File: src/rtl/muldiv_unit.sv
// Iterative 32-bit multiply/divide unit with HI/LO result registers.
// One radix-2 step per clock: 32 iterations plus a sign-fix/writeback cycle.
module muldiv_unit (
  input  logic        clk,
  input  logic        rst,
  input  logic        start,
  input  logic [1:0]  op,
  input  logic [31:0] rs_val,
  input  logic [31:0] rt_val,
  input  logic        wr_hi,
  input  logic        wr_lo,
  input  logic [31:0] wdata,
  output logic        busy,
  output logic        done,
  output logic [31:0] hi,
  output logic [31:0] lo
);

  typedef enum logic [1:0] {IDLE, RUN, FIN} state_t;

  state_t      state, state_nxt;
  logic        is_div;
  logic [31:0] a_r, b_r;
  logic        sign_a, sign_b;
  logic [4:0]  cnt;
  logic [63:0] acc;

  logic        in_sign_a, in_sign_b;
  logic [31:0] abs_rs, abs_rt;
  logic [32:0] mul_sum;
  logic [64:0] div_sh;
  logic        div_ge;
  logic [31:0] div_diff;
  logic [63:0] acc_step;
  logic        neg;
  logic [63:0] prod_fix;
  logic [31:0] q_fix, r_fix, rs_orig;

  always_comb begin
    in_sign_a = ~op[0] & rs_val[31];
    in_sign_b = ~op[0] & rt_val[31];
    abs_rs    = in_sign_a ? -rs_val : rs_val;
    abs_rt    = in_sign_b ? -rt_val : rt_val;
  end

  // Multiply: acc = {partial product, remaining multiplier bits}, shifted right.
  // Divide:   acc = {partial remainder, dividend/quotient bits}, shifted left.
  always_comb begin
    mul_sum  = {1'b0, acc[63:32]} + (acc[0] ? {1'b0, a_r} : 33'd0);
    div_sh   = {acc, 1'b0};
    div_ge   = div_sh[64:32] >= {1'b0, b_r};
    div_diff = div_sh[63:32] - b_r;
    if (is_div)
      acc_step = div_ge ? {div_diff, div_sh[31:1], 1'b1} : div_sh[63:0];
    else
      acc_step = {mul_sum, acc[31:1]};
  end

  always_comb begin
    neg      = sign_a ^ sign_b;
    prod_fix = neg ? -acc : acc;
    q_fix    = neg ? -acc[31:0] : acc[31:0];
    r_fix    = sign_a ? -acc[63:32] : acc[63:32];
    rs_orig  = sign_a ? -a_r : a_r;
  end

  always_ff @(posedge clk or posedge rst) begin
    if (rst) state <= IDLE;
    else     state <= state_nxt;
  end

  always_comb begin
    state_nxt = state;
    busy      = (state != IDLE);
    case (state)
      IDLE:    if (start) state_nxt = RUN;
      RUN:     if (cnt == 5'd31) state_nxt = FIN;
      FIN:     state_nxt = IDLE;
      default: state_nxt = IDLE;
    endcase
  end

  always_ff @(posedge clk or posedge rst) begin
    if (rst) begin
      is_div <= 1'b0;
      a_r    <= '0;
      b_r    <= '0;
      sign_a <= 1'b0;
      sign_b <= 1'b0;
      cnt    <= '0;
      acc    <= '0;
      done   <= 1'b0;
      hi     <= '0;
      lo     <= '0;
    end else begin
      done <= 1'b0;
      case (state)
        IDLE: begin
          if (wr_hi) hi <= wdata;
          if (wr_lo) lo <= wdata;
          if (start) begin
            is_div <= op[1];
            a_r    <= abs_rs;
            b_r    <= abs_rt;
            sign_a <= in_sign_a;
            sign_b <= in_sign_b;
            cnt    <= '0;
            acc    <= op[1] ? {32'd0, abs_rs} : {32'd0, abs_rt};
          end
        end
        RUN: begin
          acc <= acc_step;
          cnt <= cnt + 5'd1;
        end
        FIN: begin
          done <= 1'b1;
          if (!is_div) begin
            hi <= prod_fix[63:32];
            lo <= prod_fix[31:0];
          end else if (b_r == '0) begin
            hi <= rs_orig;
            lo <= '1;
          end else begin
            hi <= r_fix;
            lo <= q_fix;
          end
        end
        default: ;
      endcase
    end
  end

endmodule

File: config.mk
export PLATFORM = sky130hd
export DESIGN_NAME = muldiv_unit
export DESIGN_NICKNAME = d
export VERILOG_FILES = /design/src/rtl/muldiv_unit.sv
export SDC_FILE = /design/constraint.sdc
export NUM_CORES = 1
export LEC_CHECK = 0
export ABC_AREA = 1
export CELL_PAD_IN_SITES_DETAIL_PLACEMENT = 1
export CELL_PAD_IN_SITES_GLOBAL_PLACEMENT = 2
export CORE_MARGIN = 2
export CORE_UTILIZATION = 34
export CTS_CLUSTER_SIZE = 28
export DETAILED_ROUTE_END_ITERATION = 6
export PLACE_DENSITY = 0.91
export SLEW_MARGIN = 20
export SYNTH_ARGS = -nofsm -noshare
export SYNTH_HDL_FRONTEND = slang
export SYNTH_SLANG_ARGS = --single-unit
File: constraint.sdc
create_clock -name clk -period 10.95 [get_ports clk]
set_input_delay 2.19 -clock clk [delete_from_list [all_inputs] [get_ports clk]]
set_output_delay 2.19 -clock clk [all_outputs]
set_load 0.005 [all_outputs]
==> impl_metrics.ini <==
[yosys]
ys_ff_latch = 203
synth_warnings = 0
seq_area_frac_synth = 0.248
yosys-top-cells-area = dfrtp_1 25%, nand2_1 19%, nand3_1 9.4%
synth_top_cell_by_area = dfrtp_1
synthCells = 3482
syn_area_um2 = 20500
ys.flop_type = dfrtp_1
avgSynthCellArea_um2 = 5.87
synth-async-reset-ratio = 1.00
synth_nets = 3658
yosysUniqueCellTypes = 52
synth_edf_count = 0
synth_top_area_share = 0.248

[timing]
relSlewSlack = 0.228
hold_viol = 0
period_share = 0.395
rsz0062_at_grt = false
slew_violations = 0
fin_worst_skew_ps = 26.6
final-setup-viol-count = 0
worst_slack_ps = 6620
worst_pin_slew_ps = 1150
fmax_mhz = 231
setup_tns_ps = 0
finalCriticalPeriod_ps = 4330

[hold_path]
hp-class = flip-flop to flip-flop

[pwr]
ir_drop_v = 0.000167
p_leak_nw = 11.3
p_per_area_nw_per_um2 = 372
intPower_mw = 3.68
swShare = 0.583
p_sw_mw = 5.15
combPwrFrac = 0.682
p_seq_frac = 0.210
clkPwrFrac = 0.108

[global_routing]
grt-ovfl-total = 0
antenna_found_initial = 0
grt_pass1_vias = 23917
grt_max_degree = 94
grtUsageTotal = 0.320
grt_pass1_wl_um = 152000

[floorplanning]
rows = 89
die-area_um2 = 62100
die_y_um = 249
start_util = 0.345
core_um2 = 59200
pin_count = 169
fp.dieW_um = 249

[detailed_routing]
routed_wl_um = 102000
first_iter_violations = 2137
antenna_left = 0
via_per_inst = 5.60
wl_met3_um = 6890
route.met2.wl_um = 43900
wl_met1_um = 47100
routed.top_layer = met4
wl_per_cell_um = 23.3
vias = 24479
drt_first_pass_iters = 5
drc = 0

[layout]
final_common_cell = nand2_1
register_area_um2 = 5090
multiInputGateArea_um2 = 13300
final_cell_mix = 1,036 x nand2_1, 416 x nor2_1, 384 x inv_1, 383 x nand3_1, 249 x o21ai_0
syn2layout_area_growth_pct = 16.1
fillers = 8035
num-nets-final = 3751
drive_gt1_frac = 0.0381

[outcome]
status = finished, final reports clean

[placed_design]
hpwlAfterDp_um = 81600
gp_congestion = 1.03
port_buffers = 168
place_ws_ps = 6060

[cts]
cts_tree = yes
cts_hold_buffers = 0
cts-htree-levels = 1
path_clk_slew_ps = 60
clockRootBuffer = clkbuf_16
cts.sinks = 203
clk_latency_ps = 590
cts_setup_buffers = 0
clk_path_buf_depth = 3
cts_resized = 0
cts_buffers = 26

[critical_path]
required_ps = 11410
worstSetupPathType = flip-flop to flip-flop
cp-start-kind = flip-flop
end_kind = flip-flop
cp.arrival_ps = 4780
crit_fanout = 35

[flow_run]
drv_cap = 0
-- worst paths after layout --
kind | startpoint | slack, ps | depth (start not counted) | endpoint
worst max-delay path | acc[0]$_DFFE_PP0P_ | 6620 | 16 | acc[43]$_DFFE_PP0P_
worst max register to register | acc[0]$_DFFE_PP0P_ | 6620 | 16 | acc[43]$_DFFE_PP0P_
max in group asynchronous | rst | 7350 | 3 | a_r[16]$_DFFE_PP0P_
min in group asynchronous | rst | 2120 | 2 | hi[17]$_DFFE_PP0P_
worst min register to register | lo[25]$_DFFE_PP0P_ | 480 | 2 | lo[25]$_DFFE_PP0P_
worst min-delay path | lo[25]$_DFFE_PP0P_ | 480 | 2 | lo[25]$_DFFE_PP0P_
-- flip-flops by register name (all words and copies together), names as in the netlist --
signal	count
sign_b	1
b_r	32
state	2
a_r	32
sign_a	1
hi	32
acc	64
lo	32
done	1
is_div	1
cnt	5
-- Yosys cell counts, types with 18 or more instances --
cell type,n
o21ai_0,249
nand2_1,1036
clkbuf_1,81
nand3_1,383
xor2_1,85
buf_1,18
dfrtp_1,203
nor3_1,29
inv_1,386
ha_1,71
a21oi_1,233
nand4_1,62
buf_2,26
a31oi_1,26
nand3b_1,23
nor2_1,419
-- per-stage QoR --
stage	hold slack (ps)	instances	utilization	area [um2]	total power [mW]
CTS	489	4367	0.401	23700	8.70
global placement	467	4320	0.385	22800	7.59
detailed placement	475	4320	0.385	22800	7.70
global route	529	4367	0.401	23700	9.52
floorplan	453	3482	-	20500	5.45
finish	483	4368	0.401	23700	8.83
-- layout make-up --
cell class,instances,share of cell area
well taps,773,0.0407
inverters,405,0.0644
repair buffers,194,0.0791
flip-flops and latches,203,0.214
clock inverters,13,0.00854
clock buffers,34,0.0308
multi-input cells,2745,0.562
diodes,1,0.000105
-- worst max-delay path, stage by stage, from the launching register on --
cell and delay, ps:
dfrtp_2 950, nand2_1 100, inv_1 90, ha_1 310, inv_1 150, fa_1 450, inv_1 140, nand2_1 90
o21ai_0 570, nand2_1 200, nand2_1 130, nand2_1 60, nand2_1 120, xor2_1 80, o21ai_0 470, nand3b_1 190
nand2_1 50
-- routing by layer --
metal	track usage	vias up
met5	0	-
met4	0.102	0
li1	-	11483
met3	0.0448	151
met1	0.460	12006
met2	0.491	839
-- power by group through the flow --
stage               sequential (mW)  clock, mW  combinational [mW]
floorplan                      1.44          0                4.01
global placement               1.81          0                5.77
detailed placement             1.83          0                5.87
CTS                            1.82      0.966                5.92
global route                   1.86      0.988                6.67
finish                         1.85      0.958                6.02
-- cell families after synthesis --
logic type | count (synthesis) | synth area share
and+or+nand+nor | 2002 | 0.414
DFF | 203 | 0.248
xor gates and xnor gates | 101 | 0.0436
buffers and inverters | 534 | 0.101
AOI/OAI and AO/OA | 569 | 0.147
adders and majority gates | 73 | 0.0454
Note: power is estimated with default switching activity, not from simulation.
